<file path="config.mk">
export PLATFORM = sky130hd
export DESIGN_NAME = key_press_counter
export DESIGN_NICKNAME = d
export VERILOG_FILES = /design/src/rtl/key_pkg.sv /design/src/rtl/key_debounce.sv /design/src/rtl/key_press_counter.sv
export SDC_FILE = /design/constraint.sdc
export NUM_CORES = 1
export LEC_CHECK = 0
export CAP_MARGIN = 15
export CORE_MARGIN = 2
export CORE_UTILIZATION = 51
export CTS_CLUSTER_SIZE = 16
export DETAILED_ROUTE_END_ITERATION = 7
export GPL_ROUTABILITY_DRIVEN = 0
export GPL_TIMING_DRIVEN = 0
export PLACE_DENSITY = 0.81
export SLEW_MARGIN = 20
export SYNTH_ARGS = -nofsm -noshare
export SYNTH_HDL_FRONTEND = slang
export SYNTH_SLANG_ARGS = --single-unit
</file>
<file path="constraint.sdc">
create_clock -name i_clk -period 1.6 [get_ports i_clk]
set_input_delay 0.24 -clock i_clk [delete_from_list [all_inputs] [get_ports i_clk]]
set_output_delay 0.24 -clock i_clk [all_outputs]
set_load 0.02 [all_outputs]
</file>
<file path="src/rtl/key_pkg.sv">
// Shared definitions for the key press counter: debounce FSM encoding,
// default timing for a 50 MHz board clock, display digit geometry and the
// BCD increment helper used when KEY_PRESS_COUNTER_BCD_EN is defined.
package key_pkg;

   typedef enum logic [1:0] {
      ST_RELEASED     = 2'd0,
      ST_PRESS_WAIT   = 2'd1,
      ST_PRESSED      = 2'd2,
      ST_RELEASE_WAIT = 2'd3
   } key_state_e;

   // 20 ms of stability at 50 MHz
   localparam int DEFAULT_DEBOUNCE_CYCLES = 1000000;
   localparam int NIBBLE_W                = 4;
   localparam int NUM_DIGITS              = 4;
   localparam logic [NIBBLE_W-1:0] BCD_MAX = 4'd9;

   // Increment a four-digit packed BCD value with ripple carry; a digit at
   // (or above) 9 rolls to 0 and carries, so 9999 wraps to 0000.
   function automatic logic [NUM_DIGITS*NIBBLE_W-1:0] bcd_inc(
      input logic [NUM_DIGITS*NIBBLE_W-1:0] value
   );
      logic [NUM_DIGITS*NIBBLE_W-1:0] result;
      logic                           carry;
      result = value;
      carry  = 1'b1;
      for (int i = 0; i < NUM_DIGITS; i++) begin
         if (carry) begin
            if (value[i*NIBBLE_W +: NIBBLE_W] >= BCD_MAX) begin
               result[i*NIBBLE_W +: NIBBLE_W] = 4'd0;
               carry = 1'b1;
            end else begin
               result[i*NIBBLE_W +: NIBBLE_W] = value[i*NIBBLE_W +: NIBBLE_W] + 4'd1;
               carry = 1'b0;
            end
         end else begin
            result[i*NIBBLE_W +: NIBBLE_W] = value[i*NIBBLE_W +: NIBBLE_W];
         end
      end
      return result;
   endfunction

endpackage

</file>
<file path="src/rtl/key_debounce.sv">
// Push-button debouncer: two-flop synchronizer on the raw active-low key,
// then a four-state FSM that accepts a new level only after it has been seen
// for DEBOUNCE_CYCLES consecutive clocks. Emits the debounced level and a
// one-clock strobe on each accepted release-to-press transition.
module key_debounce
   import key_pkg::*;
#(
   parameter int DEBOUNCE_CYCLES = DEFAULT_DEBOUNCE_CYCLES,
   parameter int CNT_W           = 24
) (
   input  logic i_clk,
   input  logic i_reset_n,
   input  logic i_key_n,
   output logic o_pressed,
   output logic o_press_pulse
);

   localparam logic [CNT_W-1:0] CNT_ZERO = {CNT_W{1'b0}};
   localparam logic [CNT_W-1:0] CNT_ONE  = {{(CNT_W-1){1'b0}}, 1'b1};
   localparam logic [CNT_W-1:0] CNT_LAST = CNT_W'(DEBOUNCE_CYCLES - 1);

   logic             sync1_r;
   logic             sync2_r;
   logic             key_s;
   key_state_e       state_r;
   logic [CNT_W-1:0] cnt_r;
   logic             pressed_r;
   logic             pulse_r;

   // Two-stage synchronizer; idles high (released) out of reset
   always_ff @(posedge i_clk or negedge i_reset_n) begin
      if (!i_reset_n) begin
         sync1_r <= 1'b1;
         sync2_r <= 1'b1;
      end else begin
         sync1_r <= i_key_n;
         sync2_r <= sync1_r;
      end
   end

   assign key_s = sync2_r;

   // Debounce FSM with stability counter; level and strobe are registered here
   always_ff @(posedge i_clk or negedge i_reset_n) begin
      if (!i_reset_n) begin
         state_r   <= ST_RELEASED;
         cnt_r     <= CNT_ZERO;
         pressed_r <= 1'b0;
         pulse_r   <= 1'b0;
      end else begin
         pulse_r <= 1'b0;
         case (state_r)
            ST_RELEASED: begin
               if (!key_s) begin
                  state_r <= ST_PRESS_WAIT;
                  cnt_r   <= CNT_ONE;
               end else begin
                  cnt_r   <= CNT_ZERO;
               end
            end
            ST_PRESS_WAIT: begin
               if (key_s) begin
                  state_r <= ST_RELEASED;
                  cnt_r   <= CNT_ZERO;
               end else if (cnt_r == CNT_LAST) begin
                  state_r   <= ST_PRESSED;
                  cnt_r     <= CNT_ZERO;
                  pressed_r <= 1'b1;
                  pulse_r   <= 1'b1;
               end else begin
                  cnt_r <= cnt_r + CNT_ONE;
               end
            end
            ST_PRESSED: begin
               if (key_s) begin
                  state_r <= ST_RELEASE_WAIT;
                  cnt_r   <= CNT_ONE;
               end else begin
                  cnt_r   <= CNT_ZERO;
               end
            end
            ST_RELEASE_WAIT: begin
               if (!key_s) begin
                  state_r <= ST_PRESSED;
                  cnt_r   <= CNT_ZERO;
               end else if (cnt_r == CNT_LAST) begin
                  state_r   <= ST_RELEASED;
                  cnt_r     <= CNT_ZERO;
                  pressed_r <= 1'b0;
               end else begin
                  cnt_r <= cnt_r + CNT_ONE;
               end
            end
            default: begin
               state_r   <= ST_RELEASED;
               cnt_r     <= CNT_ZERO;
               pressed_r <= 1'b0;
            end
         endcase
      end
   end

   assign o_pressed     = pressed_r;
   assign o_press_pulse = pulse_r;

endmodule

</file>
<file path="src/rtl/key_press_counter.sv">
// Key press counter: debounces one active-low button and counts accepted
// presses in a 16-bit register shown as four nibbles for 7-segment decoders.
// Build option KEY_PRESS_COUNTER_BCD_EN switches the count to four BCD digits
// (0000..9999); by default it is plain binary (0000..FFFF, hex display).
module key_press_counter
   import key_pkg::*;
#(
   parameter int DEBOUNCE_CYCLES = DEFAULT_DEBOUNCE_CYCLES,
   parameter int CNT_W           = 24
) (
   input  logic                i_clk,
   input  logic                i_reset_n,
   input  logic                i_key_n,
   input  logic                i_clear,
   output logic                o_pressed,
   output logic                o_press_pulse,
   output logic [NIBBLE_W-1:0] o_val0,
   output logic [NIBBLE_W-1:0] o_val1,
   output logic [NIBBLE_W-1:0] o_val2,
   output logic [NIBBLE_W-1:0] o_val3
);

   localparam int COUNT_W = NUM_DIGITS * NIBBLE_W;

   logic               pulse_s;
   logic [COUNT_W-1:0] count_r;
   logic [COUNT_W-1:0] count_inc_s;

   key_debounce #(
      .DEBOUNCE_CYCLES (DEBOUNCE_CYCLES),
      .CNT_W           (CNT_W)
   ) u_debounce (
      .i_clk         (i_clk),
      .i_reset_n     (i_reset_n),
      .i_key_n       (i_key_n),
      .o_pressed     (o_pressed),
      .o_press_pulse (pulse_s)
   );

   assign o_press_pulse = pulse_s;

`ifdef KEY_PRESS_COUNTER_BCD_EN
   assign count_inc_s = bcd_inc(count_r);
`else
   assign count_inc_s = count_r + 16'd1;
`endif

   // Press counter; clear beats a coincident press, wrap is silent
   always_ff @(posedge i_clk or negedge i_reset_n) begin
      if (!i_reset_n) begin
         count_r <= 16'd0;
      end else if (i_clear) begin
         count_r <= 16'd0;
      end else if (pulse_s) begin
         count_r <= count_inc_s;
      end else begin
         count_r <= count_r;
      end
   end

   assign o_val0 = count_r[0*NIBBLE_W +: NIBBLE_W];
   assign o_val1 = count_r[1*NIBBLE_W +: NIBBLE_W];
   assign o_val2 = count_r[2*NIBBLE_W +: NIBBLE_W];
   assign o_val3 = count_r[3*NIBBLE_W +: NIBBLE_W];

endmodule

</file>
Word-level counts from Yosys, hierarchy flattened. Cells that the tools add are included.

Bits of input ports: 4. Register bits after elaboration: 46. Word-level logic and storage cells: 49.

Mux-type cells: 23. Equal/unequal tests: 12. Add/sub/neg operators: 2. Reduce and logical (&&, ||, !) cells: 5.

Operators with widths (count): one-hot mux 24 bit (4 select lines) (1); 2-to-1 mux 24 bit (3); 2-to-1 mux 16 bit (2); adder 24 x 1 -> 24 bit, second input constant (1); equality test 24 x 20 -> 1 bit, second input constant (1); adder 16 x 1 -> 16 bit, second input constant (1); 2-to-1 mux 2 bit (6); 2-to-1 mux 1 bit (9); inequality test 2 x 1 -> 1 bit, second input constant (4); one-hot mux 2 bit (4 select lines) (1); AND reduction 5 bit (1); equality test 2 bit, second input constant (2); inequality test 2 bit, second input constant (2); AND reduction 4 bit (1); nonzero test 2 bit (2); inequality test 3 x 1 -> 1 bit, second input constant (1); inequality test 3 bit, second input constant (1); equality test 2 x 1 -> 1 bit, second input constant (1); zero test 2 bit (1); one-hot mux 1 bit (2 select lines) (1).

Depth between registers and ports, before layout.
Depth in word-level cells: 4. Gate-level depth with buffers: 6.

Cells and area by module. From an unflattened synthesis, not the netlist that was laid out.

Cells, all modules: 231. Area total of the unflattened synthesis: 2383.5 um^2.

By module, submodules not included: key_debounce (area an instance 1511.4 um^2, cells each 149, sequential area each 753.2 um^2, times used 1); key_press_counter (area an instance 872.1 um^2, cells each 82, sequential area each 400.4 um^2, times used 1).

Least setup slack after synthesis. Ideal clock, no wire load.

Path type: register to register. From: reg count_r[0]. To: reg count_r[14]. Setup time: 0.125 ns. Path buffers: 0. Required time: 1.475 ns. Data arrival time: 1.636 ns. Stages on the path, launching flop included: 6. Path slack: -0.161 ns. Period minus slack after synthesis: 1.761 ns. Cell sequence: dfrtp_1 > ha_1 > nand3_1 > nor4_1 > nand4_1 > mux2_2.

Longest elaborated chain between the ends: 3.

Ends and longest elaborated chain: from (decl) (line key_press_counter.sv:26) `logic [COUNT_W-1:0] count_r;`; from (signal assigned) (line key_press_counter.sv:55) `count_r <= count_inc_s;`; from (signal assigned) (line key_press_counter.sv:57) `count_r <= count_r;`; adder 16 x 1 -> 16 bit (line key_press_counter.sv:45) `assign count_inc_s = count_r + 16'd1;`; 2-to-1 mux 16 bit (line key_press_counter.sv:54) `end else if (pulse_s) begin`; 2-to-1 mux 16 bit (line key_press_counter.sv:52) `end else if (i_clear) begin`.

Every way passes these cells. The select of a mux whose other input is x is not followed. A chain may end at the register's enable or synchronous reset.

Worst setup path after layout.
From: reg u_debounce.cnt_r[6]. To: reg u_debounce.cnt_r[17].

Longest elaborated chain between the ends: 4. Elaborated cells on any way between the ends: 6. Those cells by class: add/sub (1); eq/ne (1); mux (4).

Ends and longest elaborated chain: from (decl) (line key_debounce.sv:26) `logic [CNT_W-1:0] cnt_r;`; from (signal assigned) (line key_debounce.sv:71) `cnt_r <= cnt_r + CNT_ONE;`; from (signal assigned) (line key_debounce.sv:91) `cnt_r <= cnt_r + CNT_ONE;`; adder 24 x 1 -> 24 bit or equality test 24 x 20 -> 1 bit (tied branches); 2-to-1 mux 24 bit (*) (line key_debounce.sv:65, key_debounce.sv:86); 2-to-1 mux 24 bit (on tied branches) (line key_debounce.sv:83, key_debounce.sv:62); one-hot mux 24 bit (4 select lines) (*) (line key_debounce.sv:52) `case (state_r)`.

Mark *: on every way between the ends. The rest lies on a longest branch, timed or not.

==> flow_results.org <==
** Floorplanning
- The die is 71.5 microns tall.
- Die area :: 5110 sq um
- The initialized floorplan defines 24 standard-cell rows.
- Die span in x :: 71.5 microns
- Placeable core region :: 4380 sq um
- 22 I/O pins were placed.
- Starting density of the core :: 52.9%

** STA
- Tmin final :: 1.69 ns
- Slew headroom :: 67.1%
- For the pin with the worst max-slew slack, the measured transition is 0.494 ns.
- Dividing the final minimum period by the clock period gives 105%.
- Setup repair after global routing could not meet its margin everywhere.
- Total setup violations reported at the end of the flow :: 25
- PnR worst setup slack :: -0.0870 ns
- Count of final max-slew check failures :: 0
- Worst Skew :: 0.00606 ns
- Timing would allow up to 593 MHz.
- Endpoints failing hold :: 0

** CTS
- At the later pin of the worst-skew pair, clock insertion delay measures 0.30 ns.
- Clock root buffer master :: clkbuf_8
- Register clock-pin slew on the reported worst setup and hold paths :: 0.08 ns
- H-tree depth :: 2
- TritonCTS clock tree :: done
- Clock buffer depth :: 2
- Clock tree synthesis found a total of 46 sinks.
- Number of buffers added by the clock tree synthesis step :: 5

** Pwr
- For this design the static power due to leakage is 1.36 nW.
- Worst IR drop on VDD :: 0.477 mV
- Power density over the cells :: 687 nW/um^2

** Logic synthesis
- Synth top area cells :: dfrtp_1, xnor2_1, nor2_1, nand4_1, xor2_1
- In the synthesized netlist, the number of instances is 233.
- Post-Synthesis Cell Area :: 2320 sq um
- Sequential cells were found to cover 49.7% of the synthesized design area.
- Of all cell types, the one taking the most synthesized area is dfrtp_1.
- After synthesis, the mean cell area works out to 9.96 sq um.
- The Yosys step of the flow raised 0 warnings.
- Summed over its instances, the top area cell type makes up 47.4% of the synthesized netlist area.
- Mapped Nets :: 239
- Number of distinct standard cells referenced by the synthesized netlist :: 43
- The synthesized design contains 46 register bits.

** GRT
- The first global-routing pass estimated 9050 microns of wire.
- Met2 track demand over resource :: 39.9%
- Total routing usage reported by global routing :: 22.8%
- Pin count of the biggest net entering global routing :: 27
- Vias in the first global route :: 1957
- The initial antenna violation count is 0.
- Total grt overflow :: 0
- Met1 Use GR :: 26.9%
- Layer with the highest usage after global routing :: met2
- Global routing usage on met3 :: 5.20%

** Setup path
- The worst setup path is captured at a register.
- Critical Path Start Type :: register
- Worst path bufs/invs :: 1
- At the worst endpoint, the required time is 1.79 ns.
- Grouping stages by cell kind, the critical path spends the most delay in simple AND/OR/NAND/NOR gates.
- The critical path goes through nor4_4 > nand4_1 > o21ai_2 > buf_6 > a21oi_1.
- Data arrives at the worst endpoint at 1.87 ns.
- Maximum single-stage delay on the critical path :: 0.45 ns
- Maximum fanout count along the critical path :: 10
- The worst setup path is of the reg2reg kind.
- The slowest stage of the critical path belongs to the cell dfrtp_2.

** Drt
- Violation count after the first detailed-route iteration :: 123
- Before antenna repair, the detailed router went through 4 iterations.
- Antenna Nets Post-Route :: 0
- Total wire length after detailed routing :: 5800 microns
- In the routed layout, each cell is associated on average with a via count of 5.95.
- Routed vias :: 2046
- For this run, design rule violations remaining after detail routing come to 0.
- Routed length per placed instance :: 16.9 microns

** Final layout
- Non-filler instance count after layout :: 344
- The number of antenna diodes in the final layout is 0.
- Cells fill 71.1% of the core in the end.
- The final layout contains 297 nets.
- Compared with the post-synthesis result, the final layout area differs by 34.2%.
- The post-route netlist has 26.4% of its cells at a drive strength greater than 1.

** Status
- The checks that failed: negative setup slack.
- The run finished, with violations left.

** Hold path
- The tightest min-delay check is of the in2reg type.

** Place
- Placed Instances :: 307
- At the placement stage, the worst setup path has a slack of -0.399 ns.
- Input and output buffers added on the ports amount to 21.
- The HPWL after detailed placement is 3250 microns.

** Job
- The tool flagged a number of max-cap violations equal to 0.
## power by group
group          leakage, nW  switching (W)  internal, W
Sequential           0.620     0.00000746      0.00117
Clock               0.0514       0.000404     0.000466
Combinational        0.688      0.0000575    0.0000333
## logic make-up after synthesis
| group | share of synthesized area [%] |
|---|---|
| fa+ha+maj | 1.08 |
| buf+inv | 3.29 |
| flops | 49.7 |
| compound gates | 9.22 |
| xor+xnor | 8.68 |
| simple gates | 26.7 |
| mux | 1.35 |
## final cells by class
cell class	count	area, sq um
fillers	311	1270
flip-flops and latches	46	1160
repair buffers	51	452
multi-input cells	172	1230
well taps	52	65.1
clock buffers	6	72.6
inverters	7	26.3
plain buffers	8	67.6
clock inverters	2	37.5
## cell usage after synthesis (all sizes together)
cell type and number:
dfstp 2, xnor2 13, nor2b 1, nor3 5, nand2 11, a31o 1
and3 3, mux2 1, and4 4, buf 7, mux2i 2, a21boi 1
or4 7, o21bai 1, clkbuf 2, or3 6, nor4 8, ha 2
o21ai 8, o31ai 7, or3b 1, o2111ai 1, inv 7, nor4b 2
xor2 10, nand3 14, and2 1, a21oi 15, nand4 15, nor2 30
dfrtp 44, nand2b 1
## worst paths after layout
path,start,end,slack (ns),cells past startpoint
setup / recovery,u_debounce.cnt_r[6]$_DFF_PN0_,u_debounce.cnt_r[17]$_DFF_PN0_,-0.09,5
hold / removal,i_key_n,u_debounce.sync1_r$_DFF_PN1_,0.34,1
setup reg to reg,u_debounce.cnt_r[6]$_DFF_PN0_,u_debounce.cnt_r[17]$_DFF_PN0_,-0.09,5
hold reg to reg,u_debounce.sync1_r$_DFF_PN1_,u_debounce.key_s$_DFF_PN1_,0.36,0
max in group asynchronous,i_reset_n,u_debounce.sync1_r$_DFF_PN1_,0.59,3
min in group asynchronous,i_reset_n,count_r[15]$_DFFE_PN0P_,0.42,2
## metal layers
| metal | routed length [microns] | part of all wire (%) |
|---|---|---|
| met3 | 222 | 3.8 |
| met4 | 126 | 2.2 |
| met2 | 3130 | 54 |
| met1 | 2320 | 40 |
| met5 | 0 | 0 |
## cell usage in the layout, fill, tap and decap left out, types with 3 or more instances in the layout
master	count
nand4_1	15
o21ai_0	5
dlygate4sd2_1	7
xnor2_1	13
buf_4	30
dfrtp_1	37
nand2_1	10
nor3_1	5
dfrtp_2	7
clkbuf_8	5
or3_1	5
inv_1	7
clkdlybuf4s50_1	7
nand3_1	11
nor2_1	30
a21oi_1	14
nor4_4	3
nand3_4	3
xor2_1	10
dlymetal6s2s_1	6
buf_6	3
nor4_1	4
or4_1	6
o31ai_1	7
## sequential cells by signal, summed over array words and instances, names as in the netlist, named ones only
signal,cells
u_debounce.cnt_r,24
count_r,16
u_debounce.key_s,1
u_debounce.o_press_pulse,1
u_debounce.o_pressed,1
u_debounce.state_r,1
u_debounce.sync1_r,1
## worst reg2reg max path, stage by stage (launching register included)
cell	delay, ns
dfrtp_2	0.45
nor4_4	0.31
nand4_1	0.25
o21ai_2	0.31
buf_6	0.20
a21oi_1	0.06
## metrics by stage
step | hold slack [ns] | total power (W) | instance area [sq um] | TNS, ns
floorplan | -0.0556 | 0.00123 | 2340 | -0.00832
global placement | 0.346 | 0.00127 | 2610 | -52.94
detailed placement | 0.235 | 0.00127 | 2630 | -9.76
CTS | 0.328 | 0.00215 | 3000 | -0.105
global route | 0.340 | 0.00221 | 3120 | -3.42
finish | 0.335 | 0.00214 | 3120 | -1.53
## timing repair
action                                  4_1_cts  5_1_grt
buffers inserted                             22        6
pin swaps                                     7        4
hold endpoints to repair                     20        0
hold buffers                                  1        0
cloned                                        0        1
endpoints found under the setup margin       38       35
gates resized for setup                      29       15
No activity file was read; power rests on OpenSTA's default activity.
